[config.mk]
export PLATFORM = sky130hd
export DESIGN_NAME = hilo_muldiv_ctrl
export DESIGN_NICKNAME = d
export VERILOG_FILES = /design/src/rtl/hilo_muldiv_ctrl.sv
export SDC_FILE = /design/constraint.sdc
export NUM_CORES = 1
export LEC_CHECK = 0
export CORE_UTILIZATION = 60
export CTS_BUF_LIST = sky130_fd_sc_hd__clkbuf_16
export DETAILED_ROUTE_END_ITERATION = 10
export PLACE_DENSITY = 0.8
export SYNTH_ARGS = -nofsm -noshare
export SYNTH_HDL_FRONTEND = slang
export SYNTH_SLANG_ARGS = --single-unit
[constraint.sdc]
create_clock -name clk -period 7.75 [get_ports clk]
set_input_delay 1.55 -clock clk [delete_from_list [all_inputs] [get_ports clk]]
set_output_delay 1.55 -clock clk [all_outputs]
set_load 0.02 [all_outputs]
[src/rtl/hilo_muldiv_ctrl.sv]
// HI/LO sequencer for the EX stage: iterative unsigned multu (shift-add) and
// divu (restoring), one bit per cycle, with pipeline stall generation.
module hilo_muldiv_ctrl #(
  parameter int WIDTH = 32,
  parameter int ITERS = WIDTH
) (
  input  logic             clk,
  input  logic             rst_n,
  input  logic [WIDTH-1:0] SrcAE,
  input  logic [WIDTH-1:0] SrcBE,
  input  logic [1:0]       opE,
  input  logic [1:0]       mfE,
  output logic [WIDTH-1:0] Out,
  output logic             stallE,
  output logic             busy
);
  localparam int CW = (ITERS > 1) ? $clog2(ITERS) : 1;

  typedef enum logic {IDLE, RUN} state_t;

  state_t           state, state_nxt;
  logic [CW-1:0]    cnt;
  logic [WIDTH-1:0] hi, lo;
  logic [WIDTH-1:0] acc_hi, acc_lo, opnd_b;
  logic             is_div;

  logic             op_req, accept, last;
  logic [WIDTH:0]   mul_sum, div_trial;
  logic             div_ge;
  logic [WIDTH-1:0] step_hi, step_lo;

  assign op_req = (opE == 2'b01) || (opE == 2'b10);
  assign busy   = (state == RUN);
  assign stallE = busy && (mfE[1] || op_req);
  assign accept = (state == IDLE) && op_req && !stallE;
  assign last   = (state == RUN) && (cnt == CW'(ITERS - 1));

  // HI/LO are only written on completion, so reading them in IDLE is always
  // the committed value (mf + op in the same cycle reads the old value).
  always_comb begin
    Out = '0;
    if (state == IDLE) begin
      case (mfE)
        2'b10:   Out = hi;
        2'b11:   Out = lo;
        default: Out = '0;
      endcase
    end
  end

  // One iteration of either algorithm. Multiply: acc_hi is the running upper
  // half, acc_lo shifts the multiplier out and product bits in. Divide: acc_hi
  // is the partial remainder, acc_lo shifts the dividend out and quotient in.
  // A zero divisor always subtracts nothing, which leaves LO all ones and
  // HI equal to the dividend without a special case.
  always_comb begin
    mul_sum   = {1'b0, acc_hi} + (acc_lo[0] ? {1'b0, opnd_b} : '0);
    div_trial = {acc_hi, acc_lo[WIDTH-1]};
    div_ge    = div_trial >= {1'b0, opnd_b};
    if (is_div) begin
      step_hi = div_ge ? WIDTH'(div_trial - {1'b0, opnd_b}) : div_trial[WIDTH-1:0];
      step_lo = {acc_lo[WIDTH-2:0], div_ge};
    end else begin
      step_hi = mul_sum[WIDTH:1];
      step_lo = {mul_sum[0], acc_lo[WIDTH-1:1]};
    end
  end

  always_comb begin
    state_nxt = state;
    case (state)
      IDLE:    if (accept) state_nxt = RUN;
      RUN:     if (last)   state_nxt = IDLE;
      default: state_nxt = IDLE;
    endcase
  end

  always_ff @(posedge clk or negedge rst_n) begin
    if (!rst_n) state <= IDLE;
    else        state <= state_nxt;
  end

  always_ff @(posedge clk or negedge rst_n) begin
    if (!rst_n) begin
      cnt    <= '0;
      hi     <= '0;
      lo     <= '0;
      acc_hi <= '0;
      acc_lo <= '0;
      opnd_b <= '0;
      is_div <= 1'b0;
    end else if (accept) begin
      cnt    <= '0;
      acc_hi <= '0;
      acc_lo <= SrcAE;
      opnd_b <= SrcBE;
      is_div <= opE[1];
    end else if (state == RUN) begin
      cnt    <= cnt + 1'b1;
      acc_hi <= step_hi;
      acc_lo <= step_lo;
      if (last) begin
        hi <= step_hi;
        lo <= step_lo;
      end
    end
  end

endmodule

==> out/metrics.csv <==
metric,value,unit
worst_pin_slew,1090,ps
antenna_found_initial,0,
first_pass_iters,5,
synth_warnings,0,
rrSetupSlack,3980,ps
cts.repair.resized,0,
async_flop_share,1.00,
drt_iter0_drc,805,
seq_area_frac_synth,0.349,
synth-seq-cells,167,
ctsHoldBuffers,0,
critPathCaptureType,output port,
required,6200,ps
gr-total-overflow,0,
period_share,0.704,
wl_met3,1.55,mm
pin_count,104,
h-tree-depth,4,
holdCritPathClass,flip-flop to flip-flop,
synth_flop_cell,dfrtp_1,
r2r_end,hi[30],
slowest_stage,xor2_4,
dp_slack,2310,ps
track_usage,0.348,
finalWorstSetupSlack,2290,ps
cts_tree,yes,
wl_per_cell,19.4,µm
maxCapViolCount,0,
clockRootBuffer,clkbuf_16,
setup_viol,0,
clk_latency,440,ps
rr_startpoint,acc_lo[31],
die_area,0.0206,mm²
cp_cell_sequence,clkdlybuf4s50_1 -> xor2_4 -> nor2_1 -> nor2_1 -> clkdlybuf4s50_1,
num_vias,11000,
routabilityCongestion,0.940,
finalMaxSlewViolations,0,
fin_nets,1637,
die_h,143,µm
cp-startpoint,opE[1],
n_antenna_cell,0,
yosysTopAreaCell,dfrtp_1,
drive_gt1_frac,0.0569,
synth_cells,1460,
fmax,183,MHz
status,"finished, final reports clean",
die_x,143,µm
drt-met1-wl,14.4,mm
hpwl,24.8,mm
arrival,3910,ps
clock-skew-final,16.2,ps
cts.path.max_buffers,2,
vias_per_cell,6.16,
start_util,0.614,
grt_max_degree,76,
wl_met2,17.0,mm
syn_area,0.0120,mm²
cp_max_fo,38,
num_rows,51,
clock-sinks,167,
slew_headroom,0.273,
top_layer,met4,
antenna_left,0,
post_cts_buffers,0,
endpoint,stallE,
final_cell_mix,"nand2_1 (233), dfrtp_1 (165), o21ai_0 (125)",
first_global_vias,10500,
clk_pin_slew,70,ps
drc,0,
core,0.0195,mm²
grt_pass1_wl,54.8,mm
critPathKind,primary input to output port,
synth.avg_cell_area,8.21,µm²
synth_enable_flop_cells,0,
layout_min_cycle_time,5460,ps
synth_top_area_share,0.349,
finalSetupTns,0,ps
cts_buffers,17,
wirelength,34.4,mm
numPortBuffers,103,
syn_nets,1598,
crit_path_start_kind,primary input,
critical_path.max_stage_delay,890,ps
reg2reg_depth,13,
final_common_cell,nand2_1,
hold_viol,0,
yosys-top-cells-area,"dfrtp_1 (35%), nand2_1 (7.3%), ha_1 (6.9%), mux2i_1 (6.0%), o21ai_0 (5.2%)",
area_growth,14.4,%
yosys.cell_types.count,74,
rsz0062_at_grt,no,
logic make-up (layout without fill, tap and decap cells):
kind of cell	Yosys count	after routing	synth area share
AOI/OAI and AO/OA	416	416	0.218
xor gates and xnor gates	52	52	0.0380
adders and majority gates	68	68	0.0722
buffers and inverters	151	203	0.0500
DFF	167	167	0.349
muxes	88	88	0.0751
and+or+nand+nor	518	518	0.198
metal layers:
layer  up-vias  global-route usage
li1       5251                   -
met1      5230               0.434
met2       384               0.597
met3        89              0.0453
met4         0               0.167
met5         -                   0
cells in the mapped netlist (6+ instances only):
| master | instances |
|---|---|
| a211oi_1 | 14 |
| a21boi_0 | 6 |
| a21o_1 | 32 |
| a21oi_1 | 109 |
| a31o_2 | 6 |
| a31oi_1 | 19 |
| and2_1 | 38 |
| and3_1 | 45 |
| buf_1 | 8 |
| buf_2 | 14 |
| clkbuf_1 | 68 |
| dfrtp_1 | 167 |
| ha_1 | 66 |
| inv_1 | 58 |
| mux2_2 | 15 |
| mux2i_1 | 72 |
| nand2_1 | 234 |
| nand3_1 | 33 |
| nand3b_1 | 9 |
| nand4_1 | 16 |
| nor2_1 | 101 |
| nor2b_1 | 6 |
| nor3_1 | 16 |
| o211ai_1 | 18 |
| o21a_1 | 9 |
| o21ai_0 | 125 |
| o21bai_1 | 13 |
| o22ai_1 | 6 |
| xnor2_1 | 32 |
| xor2_1 | 20 |
state kept, by name, indices dropped and copies added, names as in the netlist:
name	flops
acc_hi	32
acc_lo	32
hi	32
lo	32
opnd_b	32
cnt	5
busy	1
is_div	1
final cells by class:
cell class	instances	area (µm²)
Multi-Input combinational cell	1142	7250
Fill cell	1652	5820
Sequential cell	167	4180
Timing Repair Buffer	113	1100
Clock buffer	17	425
Tap cell	265	332
Inverter	58	218
Clock inverter	15	195
worst max-delay path: cells and delay by family:
family / cells / cell delay (ps)
buffers and inverters: 2 / 1260
AND/OR/NAND/NOR: 2 / 210
XOR/XNOR: 1 / 890
how the worst min path moves through the flow:
stage                     cells past startpoint     end  slack [ps]  startpoint
after floorplan                               1  hi[14]         450      hi[14]
after global placement                        2  lo[29]         460      lo[29]
after detailed placement                      2  lo[14]         480      lo[14]
after CTS                                     2  lo[14]         490      lo[14]
after global routing                          2  lo[26]         520      lo[26]
final                                         2  lo[13]         490      lo[13]
metrics by stage:
step	utilization	hold slack [ps]	instances	cell area, µm²
final	0.702	488	1777	13700
after global routing	0.702	516	1777	13700
after CTS	0.702	492	1777	13700
after detailed placement	0.670	475	1745	13100
after global placement	0.670	464	1745	13100
after floorplan	-	449	1460	12000
Power is not shown: default switching activity piles up to over one toggle a cycle in this logic, so the estimate is an artifact.
